## config.mk

```make
export PLATFORM = sky130hd
export DESIGN_NAME = alu_share_sequencer
export DESIGN_NICKNAME = d
export VERILOG_FILES = /design/src/rtl/alu_share_sequencer.sv
export SDC_FILE = /design/constraint.sdc
export NUM_CORES = 1
export LEC_CHECK = 0
export BUFFER_PORTS_ARGS = -buffer_cell sky130_fd_sc_hd__buf_2
export CORE_AREA = 3 3 107 109
export CTS_CLUSTER_SIZE = 8
export DETAILED_ROUTE_END_ITERATION = 8
export DIE_AREA = 0 0 110 112
export GPL_ROUTABILITY_DRIVEN = 0
export PLACE_DENSITY = 0.8
export RECOVER_POWER = 50
export REMOVE_ABC_BUFFERS = 1
export SLEW_MARGIN = 25
export SYNTH_ARGS = -nofsm -noshare
export SYNTH_HDL_FRONTEND = slang
export SYNTH_SLANG_ARGS = --single-unit
```

## constraint.sdc

```tcl
create_clock -name clk -period 2.4 [get_ports clk]
set_input_delay 0.12 -clock clk [delete_from_list [all_inputs] [get_ports clk]]
set_output_delay 0.12 -clock clk [all_outputs]
set_load 0.05 [all_outputs]
```

## src/rtl/alu_share_sequencer.sv

```systemverilog
// Round-robin sequencer sharing one external ALU between NREQ requesters.
// Optional macro ALU_SEQ_CHAIN_EN adds req_chain: SrcA taken from the previous result.
module alu_share_sequencer #(
   parameter int WIDTH = 32,
   parameter int NREQ  = 2,
   parameter int ID_W  = (NREQ > 1) ? $clog2(NREQ) : 1
) (
   input  logic                  clk,
   input  logic                  rst,
   input  logic [NREQ-1:0]       req_valid,
   output logic [NREQ-1:0]       req_ready,
   input  logic [2*NREQ-1:0]     req_op,
   input  logic [WIDTH*NREQ-1:0] req_a,
   input  logic [WIDTH*NREQ-1:0] req_b,
`ifdef ALU_SEQ_CHAIN_EN
   input  logic [NREQ-1:0]       req_chain,
`endif
   output logic                  resp_valid,
   input  logic                  resp_ready,
   output logic [ID_W-1:0]       resp_id,
   output logic [WIDTH-1:0]      resp_result,
   output logic [3:0]            resp_flags,
   output logic [WIDTH-1:0]      alu_src_a,
   output logic [WIDTH-1:0]      alu_src_b,
   output logic [1:0]            alu_ctrl,
   input  logic [WIDTH-1:0]      alu_result,
   input  logic [3:0]            alu_flags,
   output logic                  busy
);

   typedef enum logic [1:0] {
      ST_IDLE = 2'd0,
      ST_EXEC = 2'd1,
      ST_RESP = 2'd2
   } state_t;

   state_t            r_state;
   state_t            w_next_state;
   logic [ID_W-1:0]   r_rr_ptr;
   logic [ID_W-1:0]   r_gnt_id;
   logic [WIDTH-1:0]  r_op_a;
   logic [WIDTH-1:0]  r_op_b;
   logic [1:0]        r_op_ctrl;
   logic [ID_W-1:0]   r_resp_id;
   logic [WIDTH-1:0]  r_resp_result;
   logic [3:0]        r_resp_flags;

   logic              w_grant_found;
   logic [ID_W-1:0]   w_grant_id;
   logic [ID_W-1:0]   w_idx;
   logic              w_hit;
   logic              w_accept;
   logic [WIDTH-1:0]  w_src_a_sel;

   // Round-robin search starting at r_rr_ptr, wrapping modulo NREQ
   always_comb begin
      w_grant_found = 1'b0;
      w_grant_id    = '0;
      w_idx         = '0;
      w_hit         = 1'b0;
      for (int k = 0; k < NREQ; k++) begin
         w_idx         = ID_W'((int'(r_rr_ptr) + k) % NREQ);
         w_hit         = !w_grant_found && req_valid[w_idx];
         w_grant_id    = w_hit ? w_idx : w_grant_id;
         w_grant_found = w_grant_found | w_hit;
      end
   end

   assign w_accept  = (r_state == ST_IDLE) && w_grant_found && !rst;
   assign req_ready = w_accept ? (NREQ'(1) << w_grant_id) : '0;

`ifdef ALU_SEQ_CHAIN_EN
   assign w_src_a_sel = req_chain[w_grant_id] ? r_resp_result
                                              : req_a[WIDTH*w_grant_id +: WIDTH];
`else
   assign w_src_a_sel = req_a[WIDTH*w_grant_id +: WIDTH];
`endif

   // FSM state register
   always_ff @(posedge clk) begin
      if (rst) begin
         r_state <= ST_IDLE;
      end else begin
         r_state <= w_next_state;
      end
   end

   // FSM next-state logic
   always_comb begin
      w_next_state = r_state;
      case (r_state)
         ST_IDLE: begin
            if (w_accept) begin
               w_next_state = ST_EXEC;
            end else begin
               w_next_state = ST_IDLE;
            end
         end
         ST_EXEC: w_next_state = ST_RESP;
         ST_RESP: begin
            if (resp_ready) begin
               w_next_state = ST_IDLE;
            end else begin
               w_next_state = ST_RESP;
            end
         end
         default: w_next_state = ST_IDLE;
      endcase
   end

   // Operand latch on accept, result capture at the end of EXEC
   always_ff @(posedge clk) begin
      if (rst) begin
         r_rr_ptr      <= '0;
         r_gnt_id      <= '0;
         r_op_a        <= '0;
         r_op_b        <= '0;
         r_op_ctrl     <= 2'b00;
         r_resp_id     <= '0;
         r_resp_result <= '0;
         r_resp_flags  <= 4'b0000;
      end else begin
         if (w_accept) begin
            r_op_a    <= w_src_a_sel;
            r_op_b    <= req_b[WIDTH*w_grant_id +: WIDTH];
            r_op_ctrl <= req_op[2*w_grant_id +: 2];
            r_gnt_id  <= w_grant_id;
            r_rr_ptr  <= (w_grant_id == ID_W'(NREQ-1)) ? '0 : w_grant_id + ID_W'(1);
         end
         if (r_state == ST_EXEC) begin
            r_resp_result <= alu_result;
            r_resp_flags  <= alu_flags;
            r_resp_id     <= r_gnt_id;
         end
      end
   end

   assign alu_src_a   = r_op_a;
   assign alu_src_b   = r_op_b;
   assign alu_ctrl    = r_op_ctrl;
   assign resp_valid  = (r_state == ST_RESP);
   assign resp_id     = r_resp_id;
   assign resp_result = r_resp_result;
   assign resp_flags  = r_resp_flags;
   assign busy        = (r_state != ST_IDLE);

endmodule

```

# Word-level counts from Yosys, hierarchy flattened
# Cells that the tools add are included.
totals:
  regBits: 107
  out_inout_bits: 107
  word_cells: 38
classes:
  add_sub_neg: 2
  mux: 11
  shift: 4
  n_eq_ne: 2
  bitwise: 1
  n_lt_le_gt_ge: 2
  n_reduce_logical: 7
ops:
  columns: ["op", "n"]
  rows:
  - ["$shiftx 64x7->32", 2]
  - ["$mux 1", 8]
  - ["$pmux 2 s3", 1]
  - ["$lt 1x2->1 const B", 2]
  - ["$mux 2", 2]
  - ["$shiftx 4x3->2", 1]
  - ["$logic_and 1x1->1", 3]
  - ["$add 1x1->1 const B", 2]
  - ["$eq 2x1->1 const B", 1]
  - ["$eq 2x2->1 const B", 1]
  - ["$logic_not 1->1", 2]
  - ["$logic_not 2->1", 1]
  - ["$reduce_bool 2->1", 1]
  - ["$shl 1x1->2 const A", 1]
  - ["$or 1x1->1", 1]

# Logic depth before layout (Yosys ltp)
logic_depth:
  word_depth: 9
  depth_mapped: 7
  ltp_nobuf: 4

# Worst setup path before layout
# No wires, ideal clock.
synth_timing:
  kind: "register to register"
  startpoint: "register r_state[1]"
  endpoint: "register r_gnt_id"
  required_ps: 2259
  t_arrival_ps: 1442
  setup_slack_ps: 818
  setup_time_ps: 141
  path_buffers: 2
  stages_incl_launch_ff: 6
  synth_period_minus_slack_ps: 1582
  path_cell_list: "dfxtp_1 nor3_4 buf_2 buf_4 and2_1 nor3_1"
synth_via:
  elab_chain_len: 3
synth_lines:
  columns: ["item", "line_no", "rtl"]
  rows:
  - ["start: declaration", "37", "state_t r_state;"]
  - ["start signal: assignment", "84", "r_state <= w_next_state;"]
  - ["$logic_not 2->1", "69", "assign w_accept = (r_state == ST_IDLE) && w_grant_found && !rst;"]
  - ["$logic_and 1x1->1 (2 in series)", "69", null]
  - ["end signal: assignment", "127", "r_gnt_id <= w_grant_id;"]
  - ["end: declaration", "40", "logic [ID_W-1:0] r_gnt_id;"]
# No other way between the ends.
# A chain may end at the register's enable or synchronous reset.

# Worst setup path after layout
layout_timing:
  startpoint: "register r_state[1]"
  endpoint: "output req_ready[1]"
layout_via:
  elab_chain_len: 4
layout_lines:
  columns: ["item", "line_no", "rtl"]
  rows:
  - ["$logic_not 2->1", "69", null]
  - ["$logic_and 1x1->1 (2 in series)", "69", null]
  - ["$mux 2", "70", "assign req_ready = w_accept ? (NREQ'(1) << w_grant_id) : '0;"]
  - ["end: declaration", "11", "output logic [NREQ-1:0] req_ready,"]
# No other way between the ends.

==> results.py <==
metrics = {
    "outcome": {
        "status": "finished, final reports clean",
    },
    "grt": {
        "grt_pass1_vias": 5032,
        "antenna_found_initial": 1,
        "track_usage_pct": 24.9,
        "grt_overflow_total": 0,
        "grt_pass1_wl_um": 24300,
        "grt_max_degree": 86,
    },
    "die": {
        "rows": 38,
        "die_height_um": 112,
        "die_x_um": 110,
        "core_area_mm2": 0.0107,
        "io_pins": 280,
        "initial_core_util_pct": 39.1,
        "die_area_mm2": 0.0123,
    },
    "clock_tree": {
        "clock_latency_ps": 360,
        "clkSinkCount": 107,
        "h-tree-depth": 3,
        "numCtsBuffers": 9,
        "cts_tree": "built",
        "clk_transition_reported_paths_ps": 100,
        "max-clock-path-buffers": 2,
        "clockRootBuffer": "clkbuf_8",
        "ctsResizeCount": 0,
    },
    "power_and_ir_drop": {
        "comb_power_share_pct": 28.9,
        "switching_share_pct": 35.5,
        "p_leak_nw": 2.88,
        "seqPwrFrac_pct": 43.8,
        "p_switching_mw": 1.64,
        "peakVddDrop_uv": 368,
        "p_int_mw": 2.99,
        "power_mw": 4.63,
        "pwr_density_cell_mw_per_mm2": 707,
        "clkPwrFrac_pct": 27.3,
    },
    "placement": {
        "place_hpwl_um": 10100,
        "placedCellCount": 833,
        "port_buffers": 279,
    },
    "timing": {
        "setup-violations-final": 0,
        "fmax_ghz": 0.476,
        "finalCriticalPeriod_ps": 2100,
        "post-route-period-util_pct": 87.5,
        "worst_clock_skew_ps": 6.73,
        "rsz0062_at_grt": "false",
        "tightest_slew_ps": 726,
        "slew_headroom_pct": 51.6,
        "finalHoldViolations": 0,
        "slew_viol_final": 0,
    },
    "detailed_routing": {
        "wirelength_um": 16000,
        "drt_pass1_iterations": 5,
        "vias": 5015,
        "drc": 0,
        "wire_per_inst_um": 17.1,
        "drtAntennaViolNets": 0,
        "viasPerCell": 5.36,
        "drt_iter0_drc": 507,
    },
    "job": {
        "maxCapViolations": 0,
    },
    "synthesis": {
        "yosys_warnings": 0,
        "synth_area_leaders": "dfxtp_1 (51%), a221o_1 (11%), and3_1 (7.2%)",
        "synth_edf_count": 0,
        "synthDistinctLibCells": 25,
        "avgSynthCellArea_um2": 9.20,
        "synth-seq-cells": 107,
        "synth_top_cell_by_area": "dfxtp_1",
        "syn_inst": 455,
        "synth-seq-area-share_pct": 51.2,
        "synthArstFlopShare_pct": 0,
        "synth_area_mm2": 0.00419,
        "yosysTopAreaCellShare_pct": 51.2,
        "synth_top_flop_cell": "dfxtp_1",
    },
    "setup_path": {
        "r2r_setup_slack_ps": 800,
        "required_ps": 2280,
        "worst_setup_path_start_kind": "flip-flop",
        "r2r_cells": 4,
        "cp_cell_sequence": "nor3_4, and3_4, buf_2",
        "crit_path_start": "r_state[1]",
        "crit_path_end": "req_ready[1]",
        "critPathKind": "reg -> out",
        "critPathMaxFanout": 50,
        "worst_setup_path_end_kind": "primary output",
        "r2r_start": "r_state[1]",
        "slowest_stage": "and3_4",
        "critPathArrivalTime_ps": 1980,
        "cp_slowest_stage_delay_ps": 580,
        "regToRegEndpoint": "alu_src_a[10]",
    },
    "final_layout": {
        "layout-drive-gt1-share_pct": 25.9,
        "final_cell_mix": "buf_2 (176), dfxtp_1 (107), clkbuf_1 (103)",
        "fin_util_pct": 61.2,
        "areaGrowthSynthToFinish_pct": 56.3,
        "mostFrequentLayoutCell": "buf_2",
        "final_nets": 961,
        "fin_cells": 935,
        "fillers": 947,
    },
    "worst_hold_path": {
        "hold_start": "req_a[9]",
        "hold_path_class": "in -> reg",
    },
}
## flip-flops by register name, summed over array words and instances (netlist names)
| signal | flops |
|---|---|
| r_state | 2 |
| resp_result | 32 |
| r_rr_ptr | 1 |
| alu_ctrl | 2 |
| resp_id | 1 |
| alu_src_a | 32 |
| resp_flags | 4 |
| alu_src_b | 32 |
| r_gnt_id | 1 |
## cells in the mapped netlist, drive strengths merged, types with 2 or more instances
master / count
a21oi: 41
a221o: 48
a31oi: 18
and3: 49
buf: 28
clkbuf: 21
dfxtp: 107
nand2: 74
nand2b: 3
nand3: 18
nand4: 18
nor2: 2
nor2b: 2
nor3: 4
o21ai: 18
## power by group through the flow
| stage | clock [mW] | combinational, mW | sequential [mW] |
|---|---|---|---|
| final | 1.26 | 1.34 | 2.03 |
| after global routing | 1.37 | 1.42 | 2.04 |
| after CTS | 1.30 | 1.37 | 2.02 |
| after detailed placement | 0 | 1.26 | 2.05 |
| after global placement | 0 | 1.24 | 2.05 |
| after floorplan | 0 | 0.315 | 2.55 |
## final cells by class
class / instances / area, um^2 / share of cell area [%]
clock inverters: 5 / 83.8 / 1.28
inverters: 1 / 3.75 / 0.0573
diodes: 2 / 5.00 / 0.0764
repair buffers: 371 / 2190 / 33.5
flip-flops and latches: 107 / 2140 / 32.7
well taps: 140 / 175 / 2.68
clock buffers: 11 / 151 / 2.31
multi-input cells: 298 / 1800 / 27.4
## metal layers
layer	GRT usage, %	wire length (um)
met3	7.59	1250
met5	0	0
met2	44.9	8410
met1	25.7	5780
met4	11.4	544
## critical path: cells and delay by family (launching register included)
kind	cells	cell delay, ps
DFF	1	380
and+or+nand+nor	2	840
buffers and inverters	1	370
## worst min-delay path by stage
| stage | cells after the start | slack [ps] | end |
|---|---|---|---|
| finish | 3 | 20 | alu_src_a[9] |
| global route | 3 | 6 | resp_result[24] |
| CTS | 3 | 0.6 | alu_src_a[9] |
| detailed placement | 2 | 350 | alu_src_a[24] |
| global placement | 2 | 340 | alu_src_a[1] |
| floorplan | 1 | 190 | r_state[1] |
## cells by family after synthesis
| group | after synthesis | share of synthesized area, % |
|---|---|---|
| AND/OR/NAND/NOR | 172 | 20.9 |
| flip-flops | 107 | 51.2 |
| buffers and inverters | 50 | 6.48 |
| AO/OA/AOI/OAI | 126 | 21.5 |
## metrics by stage
step                      hold slack, ps  area, um^2  setup WS (ps)  setup TNS, ps
after floorplan                      189        3920           -253         -12390
after global placement               343        5600            729              0
after detailed placement             349        5600            696              0
after CTS                          0.626        6670            282              0
after global routing                5.54        6550            203              0
final                               22.1        6550            300              0
## what timing repair did
| item | in CTS | in global routing |
|---|---|---|
| setup buffers | 0 | 0 |
| hold buffers | 84 | 0 |
| hold endpoints to repair | 84 | 0 |
Note: power is estimated with default switching activity, not from simulation.
